==> config.mk <==
export PLATFORM = sky130hd
export DESIGN_NAME = reg_file_8x16
export DESIGN_NICKNAME = d
export VERILOG_FILES = /design/src/rtl/reg_file_8x16.sv
export SDC_FILE = /design/constraint.sdc
export NUM_CORES = 1
export LEC_CHECK = 0
export ABC_AREA = 1
export CORE_MARGIN = 3
export CORE_UTILIZATION = 35
export CTS_BUF_LIST = sky130_fd_sc_hd__clkbuf_8
export DETAILED_ROUTE_END_ITERATION = 8
export HOLD_SLACK_MARGIN = 0.06
export SYNTH_ARGS = -nofsm -noshare
export SYNTH_HDL_FRONTEND = slang
export SYNTH_SLANG_ARGS = --single-unit
==> constraint.sdc <==
create_clock -name i_clk -period 1.95 [get_ports i_clk]
set_clock_uncertainty 0.1 [all_clocks]
set_input_delay 0.39 -clock i_clk [delete_from_list [all_inputs] [get_ports i_clk]]
set_output_delay 0.39 -clock i_clk [all_outputs]
set_load 0.005 [all_outputs]
==> src/rtl/reg_file_8x16.sv <==
// reg_file_8x16: eight WIDTH-bit registers with one write port and two
// registered read ports. Register 0 can be hardwired to zero; a write
// aimed at it is then dropped and flagged on o_werr for one cycle.
// Reads are write-first: a read addressing the register written at the
// same edge returns the new data, or zero if that write is dropped.
module reg_file_8x16 #(
  parameter int WIDTH   = 16,
  parameter int R0_ZERO = 1
) (
  input  logic             i_clk,
  input  logic             i_rst,
  input  logic             i_we,
  input  logic [2:0]       i_wa,
  input  logic [WIDTH-1:0] i_wd,
  input  logic [2:0]       i_ra,
  input  logic [2:0]       i_rb,
  output logic [WIDTH-1:0] o_da,
  output logic [WIDTH-1:0] o_db,
  output logic [WIDTH-1:0] o_q0,
  output logic [WIDTH-1:0] o_q1,
  output logic [WIDTH-1:0] o_q2,
  output logic [WIDTH-1:0] o_q3,
  output logic [WIDTH-1:0] o_q4,
  output logic [WIDTH-1:0] o_q5,
  output logic [WIDTH-1:0] o_q6,
  output logic [WIDTH-1:0] o_q7,
  output logic             o_werr
);

  localparam bit LP_R0_ZERO = (R0_ZERO != 0);

  logic [WIDTH-1:0] r_regs [8];
  logic [WIDTH-1:0] r_da;
  logic [WIDTH-1:0] r_db;
  logic             r_werr;

  logic             w_r0_hit;
  logic             w_wr_ok;
  logic [WIDTH-1:0] w_rd_a;
  logic [WIDTH-1:0] w_rd_b;

  // a write is dropped only when it targets a hardwired-zero R0
  assign w_r0_hit = LP_R0_ZERO && (i_wa == 3'd0);
  assign w_wr_ok  = i_we && !w_r0_hit;

  // write-first read selection for both ports; a hardwired R0 always reads 0
  always_comb begin
    w_rd_a = r_regs[i_ra];
    w_rd_b = r_regs[i_rb];
    if (LP_R0_ZERO && (i_ra == 3'd0)) w_rd_a = '0;
    if (LP_R0_ZERO && (i_rb == 3'd0)) w_rd_b = '0;
    if (w_wr_ok && (i_wa == i_ra))    w_rd_a = i_wd;
    if (w_wr_ok && (i_wa == i_rb))    w_rd_b = i_wd;
  end

  // register array: reset wins over any write at the same edge
  always_ff @(posedge i_clk) begin
    if (i_rst) begin
      for (int k = 0; k < 8; k++) r_regs[k] <= '0;
    end else if (w_wr_ok) begin
      r_regs[i_wa] <= i_wd;
    end
  end

  // registered read data and dropped-write flag
  always_ff @(posedge i_clk) begin
    if (i_rst) begin
      r_da   <= '0;
      r_db   <= '0;
      r_werr <= 1'b0;
    end else begin
      r_da   <= w_rd_a;
      r_db   <= w_rd_b;
      r_werr <= i_we && w_r0_hit;
    end
  end

  assign o_da   = r_da;
  assign o_db   = r_db;
  assign o_werr = r_werr;

  // R0 is forced to zero at the output too, so it is clean even before reset
  assign o_q0 = LP_R0_ZERO ? '0 : r_regs[0];
  assign o_q1 = r_regs[1];
  assign o_q2 = r_regs[2];
  assign o_q3 = r_regs[3];
  assign o_q4 = r_regs[4];
  assign o_q5 = r_regs[5];
  assign o_q6 = r_regs[6];
  assign o_q7 = r_regs[7];

endmodule

==> results of run 1 <==
==> power breakdown <==
group,internal (mW),switching (mW)
clock network,1.29,1.37
logic,0.791,0.987
registers,3.95,0.160
==> state kept, by name, summed over array words and instances (netlist names) <==
| signal | cells |
|---|---|
| o_da | 16 |
| o_db | 16 |
| o_werr | 1 |
| r_regs | 128 |
==> per-layer routing <==
metal  part of all wire (%)  global-route usage, %
met5                      0                      0
met4                    2.7                   7.74
met3                    8.4                   4.36
met2                     44                   35.3
met1                     45                   33.0
==> timing repair <==
item / 4_1_cts / 5_1_grt
buffers inserted: 0 / 1
resized for setup: 1 / 1
setup endpoints to repair: 1 / 2
hold buffers: 0 / 0
==> layout make-up <==
type                            instances  area (um^2)
Antenna cell                            1         2.50
Clock buffer                           21          289
Clock inverter                         11          128
Fill cell                            2450        12800
Inverter                              169          634
Multi-Input combinational cell        812         3460
Sequential cell                       161         4500
Tap cell                              324          405
Timing Repair Buffer                  246         2460
==> Yosys cell counts (2+ instances only) <==
cell / count / area [um^2]
xnor2_1: 2 / 17.5
inv_1: 166 / 623
nand2_1: 419 / 1570
nor2_1: 121 / 454
buf_2: 34 / 170
clkbuf_1: 25 / 93.8
buf_4: 20 / 150
inv_2: 2 / 7.51
edfxtp_1: 128 / 3840
a21oi_1: 32 / 160
xnor2_2: 2 / 32.5
nand3_1: 177 / 886
buf_1: 7 / 26.3
dfxtp_1: 33 / 661
nand2_2: 4 / 25.0
nand4_1: 16 / 100
==> worst max-delay path by stage <==
| stage | end | slack (ns) | cells past startpoint |
|---|---|---|---|
| after floorplan | r_regs[2][0]$_SDFFCE_PN0P_ | -0.10 | 7 |
| after global placement | r_regs[4][13]$_SDFFCE_PN0P_ | -0.21 | 9 |
| after detailed placement | o_da[11]$_SDFF_PP0_ | -0.19 | 8 |
| after CTS | o_q2[10] | 0.008 | 1 |
| after global routing | o_q5[14] | 0.001 | 1 |
| final | o_q5[13] | 0.04 | 1 |
==> metrics by stage <==
| stage | instance area, um^2 | TNS, ns | util (%) |
|---|---|---|---|
| floorplan | 9050 | -5.62 | - |
| CTS | 11900 | 0 | 48.1 |
| finish | 11900 | 0 | 48.2 |
| global placement | 11500 | -24.76 | 46.4 |
| global route | 11900 | 0 | 48.2 |
| detailed placement | 11500 | -25.73 | 46.4 |
==> cells by family (layout without fill, tap and decap cells) <==
| logic type | Yosys count | count (layout) |
|---|---|---|
| flip-flops | 161 | 161 |
| buffers and inverters | 256 | 447 |
| AO/OA/AOI/OAI | 33 | 33 |
| other | 1 | 33 |
| AND/OR/NAND/NOR | 742 | 742 |
| XOR/XNOR | 5 | 5 |
==> metrics.txt, run 1 <==
CP max-delay cell clkdlybuf4s50_1; post-synthesis async set-or-reset flop share 0%; Layout Area Growth over Synthesis 33.2%; CTS tree done; Clock Pin Slew Worst Setup and Hold Paths roughly 0.10 ns; final std cells w/o fill 1745; average wire per cell in the routed design about 19 um; number of synthesized flops with an enable pin around 130; post-synthesis sequential area ratio between 50% and 60%; share of cells above drive strength 1 under 10%; Top Ports around 190; Worst Setup SP r_regs[5][13]$_SDFFCE_PN0P_; required time worst endpoint around 1.5 ns; R2R depth 9; R2R Setup Slk about 0.6 ns; Design Power roughly 8.5 mW; CP top delay family buffers and inverters; clock buffer count from CTS 17; CTS H-Tree Depth 4; Critical Setup Path Class register to primary output; crit path DAT approximately 1.4 ns; detailed placement HPWL 23600 um; # rows 57; Initial Utilization around 36%; Buf/Inv on CP 1; # nets final about 1.4k; first-pass GRT wire length between 40000 and 50000 um; crit end category primary output; DR iter-0 viols 1050; Post-synth top flop edfxtp_1; floorplan core area between 0.02 and 0.025 mm^2; fin worst setup slack 0.0355 ns; clk_lat worst skew about 0.47 ns; die height about 170 um; xor/xnor cell area share of the yosys netlist less than 1%; Hold/Removal Path Class input pin to register; worst reg2reg path endpoint o_db[10]$_SDFF_PP0_; IO Port Bufs between 150 and 200; Synth Area in Simple Gates around 35%; Crit Reg-Reg Startpoint r_regs[7][10]$_SDFFCE_PN0P_; fin crit period approximately 1.9 ns; total track usage a little under a quarter; critical-path cell list clkdlybuf4s50_1; Worst path max stage delay between 0.5 and 0.6 ns; Post-Synth Adder-Cell Area 0%; RSZ-0062 raised after global routing no; largest family of logic cells by synthesized area simple AND/OR/NAND/NOR gates; Routability Congestion a little under 0.9; outcome finished clean; clock buffer depth 2; CTS root buf clkbuf_8; Syn Inst Count between 1k and 1.5k; drc violations 0; Final Hold Fails 0; setup slack at placement -0.193 ns; max cap viols 0; synthesis warning total 0; Synth Area in Compound Gates 1.98%; Peak supply drop 0.398 mV; first-pass iteration count of the detailed router 6; hold_ws ~0.36 ns; grt ovf 0; number of placed instances, taps included roughly 1.7k; initial antenna violation count 1; antenna viol nets, final 0; HP Start i_rst; leak pwr about 5.6 nW; pin count of the biggest net entering global routing 52; Hold Crit Depth 3; final worst path period share between 90 and 100%; Die ar. 0.0274 mm^2; Distinct cells, synth 26; Setup violations, final 0; post-synthesis mux area share 0%; commonest non-fill, non-tap cell in the layout nand2_1; #FFs+latches synth 161; detailed-route via count 8747; Slew Limit Fails 0; Worst Hold End o_da[5]$_SDFF_PP0_; fmax 522 MHz; Clock Sinks between 150 and 200; post-synthesis cell area about 0.009 mm^2; drt via density 5.01; leading cell types in the layout, fill and taps excluded nand2_1, nand3_1, clkdlybuf4s50_1; CP Max Fanout 2; overall die width 166 um; Worst Setup Start Kind register; Syn Area/Cell around 7.4 um^2; Detailed Route WL approximately 33000 um; Pwr Density roughly 720 mW/mm^2; vias in the first global route between 8k and 9k
Note: power is estimated with default switching activity, not from simulation.
==> run 2: changes to the inputs <==
- CORE_MARGIN: 3 -> 2
==> metrics.txt, run 2 (same netlist as run 1, synthesis figures left out) <==
diode count 0; required time worst endpoint about 1.5 ns; Worst Hold End o_da[3]$_SDFF_PP0_; Int Power between 6 and 7 mW; CTS root buf clkbuf_8; M2 GR Usage 36.7%; floorplan core area around 0.025 mm^2; Hold Crit Depth 3; Largest Register r_regs; outcome finished clean; Design Power around 8.5 mW; Pwr Density 711 mW/mm^2; Setup violations, final 0; CP Max Fanout 2; max cap viols 0; met1 Usage GRT 33.5%; Clock Sinks 161; fmax about 520 MHz; CTS tree done; Layout Area Growth over Synthesis 34.0%; DR iter-0 viols 908; R2R Setup Slk between 0.5 and 0.6 ns; final worst path period share 98.0%; antenna viol nets, final 0; clock power share 30.8%; # nets final about 1.4k; drc violations 0; Peak supply drop between 0.4 and 0.5 mV; Worst path max stage delay about 0.53 ns; Slew Limit Fails 0; CTS H-Tree Depth 4; crit end category primary output; Final Hold Fails 0; detailed placement HPWL between 20000 and 25000 um; max reg flops about 130; clock buffer count from CTS 17; RSZ-0062 raised after global routing no; clk_lat worst skew approximately 0.48 ns; Final Instance Area about 0.012 mm^2; Buf/Inv on CP 1; busiest layer in global routing met2; Worst Setup Start Kind register; Critical Setup Path Class register to primary output; Clock Pin Slew Worst Setup and Hold Paths 0.09 ns; first-pass iteration count of the detailed router 5; # rows 58; grt ovf 0; hold_ws about 0.37 ns; met3 Use GR about 5.5%; switching portion of total power between 20% and 30%; Crit Reg-Reg Startpoint r_regs[3][10]$_SDFFCE_PN0P_; IO Port Bufs about 170; detailed-route via count just under 9k; CP max-delay cell clkdlybuf4s50_1; drt via density slightly below 5; R2R depth 9; worst reg2reg path endpoint o_db[10]$_SDFF_PP0_; Routability Congestion slightly above 0.9; clock buffer depth 2; Die ar. 0.0268 mm^2; dpl cell area approximately 0.012 mm^2; die height ~160 um; Worst Setup SP r_regs[1][11]$_SDFFCE_PN0P_; Sequential Power Share 48.1%; initial antenna violation count 1; average wire per cell in the routed design 18.2 um; total track usage between 20% and 30%; commonest non-fill, non-tap cell in the layout nand2_1; P_sw around 2.5 mW; first-pass GRT wire length around 48000 um; CP top delay family buffers and inverters; HP Start i_rst; Hold/Removal Path Class input pin to register; overall die width 164 um; pin count of the biggest net entering global routing between 40 and 50; power share of the combinational group between 20% and 30%; Top Ports ~190; share of cells above drive strength 1 roughly 9%; leak pwr roughly 5.6 nW; vias in the first global route between 8k and 9k; fin crit period 1.91 ns; critical-path cell list clkdlybuf4s50_1; leading cell types in the layout, fill and taps excluded nand2_1, nand3_1, clkdlybuf4s50_1; Detailed Route WL 31800 um; Initial Utilization 35.5%; crit path DAT approximately 1.4 ns
==> run 2: cell types whose count changed in the layout (fill, tap and decap cells not counted), sizes merged <==
cell	change
clkbuf	-4
buf	+3
clkinvlp	+3
bufinv	+1
diode	-1
dlygate4sd2	-1
dlymetal6s2s	+1
==> run 2: worst max-delay path by stage <==
stage                                  to  slack [ns]  depth (start not counted)
2_1_floorplan  r_regs[2][0]$_SDFFCE_PN0P_       -0.10                          7
3_3_place_gp          o_db[10]$_SDFF_PP0_       -0.18                          9
3_5_place_dp          o_db[10]$_SDFF_PP0_       -0.19                          7
4_1_cts                          o_q3[10]       0.009                          1
5_1_grt                          o_q2[10]      0.0008                          1
6_report                         o_q1[11]        0.04                          1
==> run 2: power by group through the flow <==
stage	clock network [mW]	logic, mW	registers, mW
after global placement	0	1.75	4.18
after detailed placement	0	1.77	4.17
after floorplan	0	0.835	4.14
final	2.61	1.79	4.09
after CTS	2.63	1.78	4.10
after global routing	2.77	1.97	4.12
==> run 2: area by class of cell <==
cell class              count  area, um^2
fillers                  2518       13200
flip-flops and latches    161        4500
multi-input cells         812        3460
repair buffers            249        2540
inverters                 169         634
well taps                 330         413
clock buffers              17         234
clock inverters            15         168
==> run 2: per-stage QoR <==
| stage | TNS [ns] | worst slack (ns) | util [%] | std cells |
|---|---|---|---|---|
| 2_1_floorplan | -5.62 | -0.105 | - | 1229 |
| 3_5_place_dp | -23.53 | -0.195 | 45.9 | 1720 |
| 3_3_place_gp | -16.44 | -0.178 | 45.9 | 1720 |
| 4_1_cts | 0 | 0.00947 | 47.5 | 1752 |
| 5_1_grt | 0 | 0.000839 | 47.6 | 1753 |
| 6_report | 0 | 0.0392 | 47.6 | 1753 |
==> run 2: what timing repair did <==
item / 4_1_cts / 5_1_grt
buffers inserted: 0 / 1
setup endpoints to repair: 0 / 2
resized for setup: 0 / 2
hold buffers: 0 / 0
==> run 2: routing by layer <==
layer,part of all wire [%],vias up
li1,-,4125
met1,43,4052
met2,45,454
met3,8.7,55
met4,2.7,2
met5,0.041,-
==> run 2: tightest hold or removal path, cell delays in order <==
cell and delay, ns:
buf_2 0.15, buf_4 0.23, a21oi_1 0.13
==> run 3: changes to the inputs <==
- CORE_UTILIZATION: 35 -> 40
- PLACE_DENSITY: default -> 0.68
==> metrics.txt, run 3 (same netlist as run 1, synthesis figures left out) <==
die height between 150 and 200 um; Final Hold Fails 0; drt via density roughly 5.2; clock buffer depth 2; total track usage about a quarter; detailed placement HPWL approximately 23000 um; floorplan core area ~0.022 mm^2; dpl cell area 0.0114 mm^2; number of placed instances, taps included ~1.7k; Slew @ Worst Pin slightly above 0.6 ns; Final Instance Area between 0.01 and 0.015 mm^2; FILL cells just over 2k; CTS root buf clkbuf_8; first-pass iteration count of the detailed router 6; Clock Sinks ~160; clock buffer count from CTS 17; Critical Setup Path Class register to primary output; crit path DAT 1.41 ns; CTS tree done; relative slew slack 59.5%; CP max-delay cell clkdlybuf4s50_1; Clock Pin Slew Worst Setup and Hold Paths roughly 0.09 ns; Slew Limit Fails 0; clk_lat worst skew 0.48 ns; fin crit period roughly 1.9 ns; max reg flops 128; DR iter-0 viols between 1k and 1.5k; outcome finished clean; Util after Layout ~54%; critical-path cell list clkdlybuf4s50_1; commonest non-fill, non-tap cell in the layout nand2_1; drc violations 0; Peak supply drop around 0.42 mV; # hold bufs at CTS 0; overall die width about 150 um; register area 0.00450 mm^2; share of cells above drive strength 1 between 8 and 9%; # nets final roughly 1.4k; detailed-route via count 8921; Detailed Route WL a little over 30000 um; average wire per cell in the routed design roughly 18 um; leak pwr between 5 and 6 nW; Design Power 8.27 mW; Worst path max stage delay around 0.53 ns; Top Ports around 190; Initial Utilization approximately 40%; required time worst endpoint approximately 1.5 ns; first-pass GRT wire length around 47000 um; antenna viol nets, final 0; CP top delay family buffers and inverters; diode count 0; Setup violations, final 0; Worst Setup Start Kind register; Pwr Density roughly 700 mW/mm^2; Hold/Removal Path Class input pin to register; initial antenna violation count 0; Routability Congestion between 0.9 and 1; vias in the first global route about 8.0k; Buf/Inv on CP 1; Layout Area Growth over Synthesis 32.6%; area of the multi-input gates 0.00346 mm^2; pin count of the biggest net entering global routing slightly below 50; max cap viols 0; Largest Register r_regs; # rows 54; CP Max Fanout 2; final std cells w/o fill around 1.7k; leading cell types in the layout, fill and taps excluded nand2_1, nand3_1, clkdlybuf4s50_1; crit end category primary output; RSZ-0062 raised after global routing no; IO Port Bufs 172; CTS H-Tree Depth 4; final worst path period share a little over nine tenths; Die ar. between 0.02 and 0.025 mm^2; fmax ~530 MHz; grt ovf 0
[run 3: cell types whose count changed in the layout (fill, tap and decap cells not counted), moves of 2 or more]
cell        delta
inv_4          +5
buf_4          -3
clkinvlp_4     -3
bufinv_16      -2
clkinv_1       -2
[run 3: cell type report]
| class | count | area share (%) |
|---|---|---|
| Clock buffer | 17 | 1.98 |
| Clock inverter | 15 | 1.12 |
| Inverter | 169 | 5.36 |
| Multi-Input combinational cell | 812 | 29.2 |
| Sequential cell | 161 | 38.1 |
| Tap cell | 280 | 2.96 |
| Timing Repair Buffer | 246 | 21.3 |
[run 3: routing by layer]
| layer | GRT usage [%] | routed length, um |
|---|---|---|
| met5 | 0 | 0 |
| met3 | 5.22 | 3410 |
| met2 | 38.6 | 13500 |
| met1 | 38.1 | 13200 |
| met4 | 7.91 | 803 |
[run 3: final timing paths]
kind / start / to / slack (ns) / depth (start not counted)
min: i_rst / o_werr$_SDFF_PP0_ / 0.30 / 5
max: r_regs[1][11]$_SDFFCE_PN0P_ / o_q1[11] / 0.05 / 1
min reg2reg: r_regs[0][6]$_SDFFCE_PN0P_ / o_da[6]$_SDFF_PP0_ / 0.73 / 8
max reg2reg: r_regs[7][6]$_SDFFCE_PN0P_ / o_db[6]$_SDFF_PP0_ / 0.56 / 9
[run 3: where the power goes]
part | internal [mW] | switching [mW]
Sequential | 3.95 | 0.152
Clock | 1.03 | 1.36
Combinational | 0.804 | 0.984
Total | 5.78 | 2.50
[run 3: per-stage QoR]
step	setup TNS, ns	setup WS (ns)	hold WS [ns]
floorplan	-5.62	-0.105	0.368
global placement	-17.45	-0.181	0.694
detailed placement	-23.07	-0.186	0.714
CTS	0	0.0138	0.279
global route	0	0.000360	0.288
finish	0	0.0473	0.302
[run 3: what timing repair did]
action	in CTS	in global routing
setup endpoints to repair	1	5
setup buffers	0	4
resized for setup	1	1
endpoints found under the hold margin	0	0
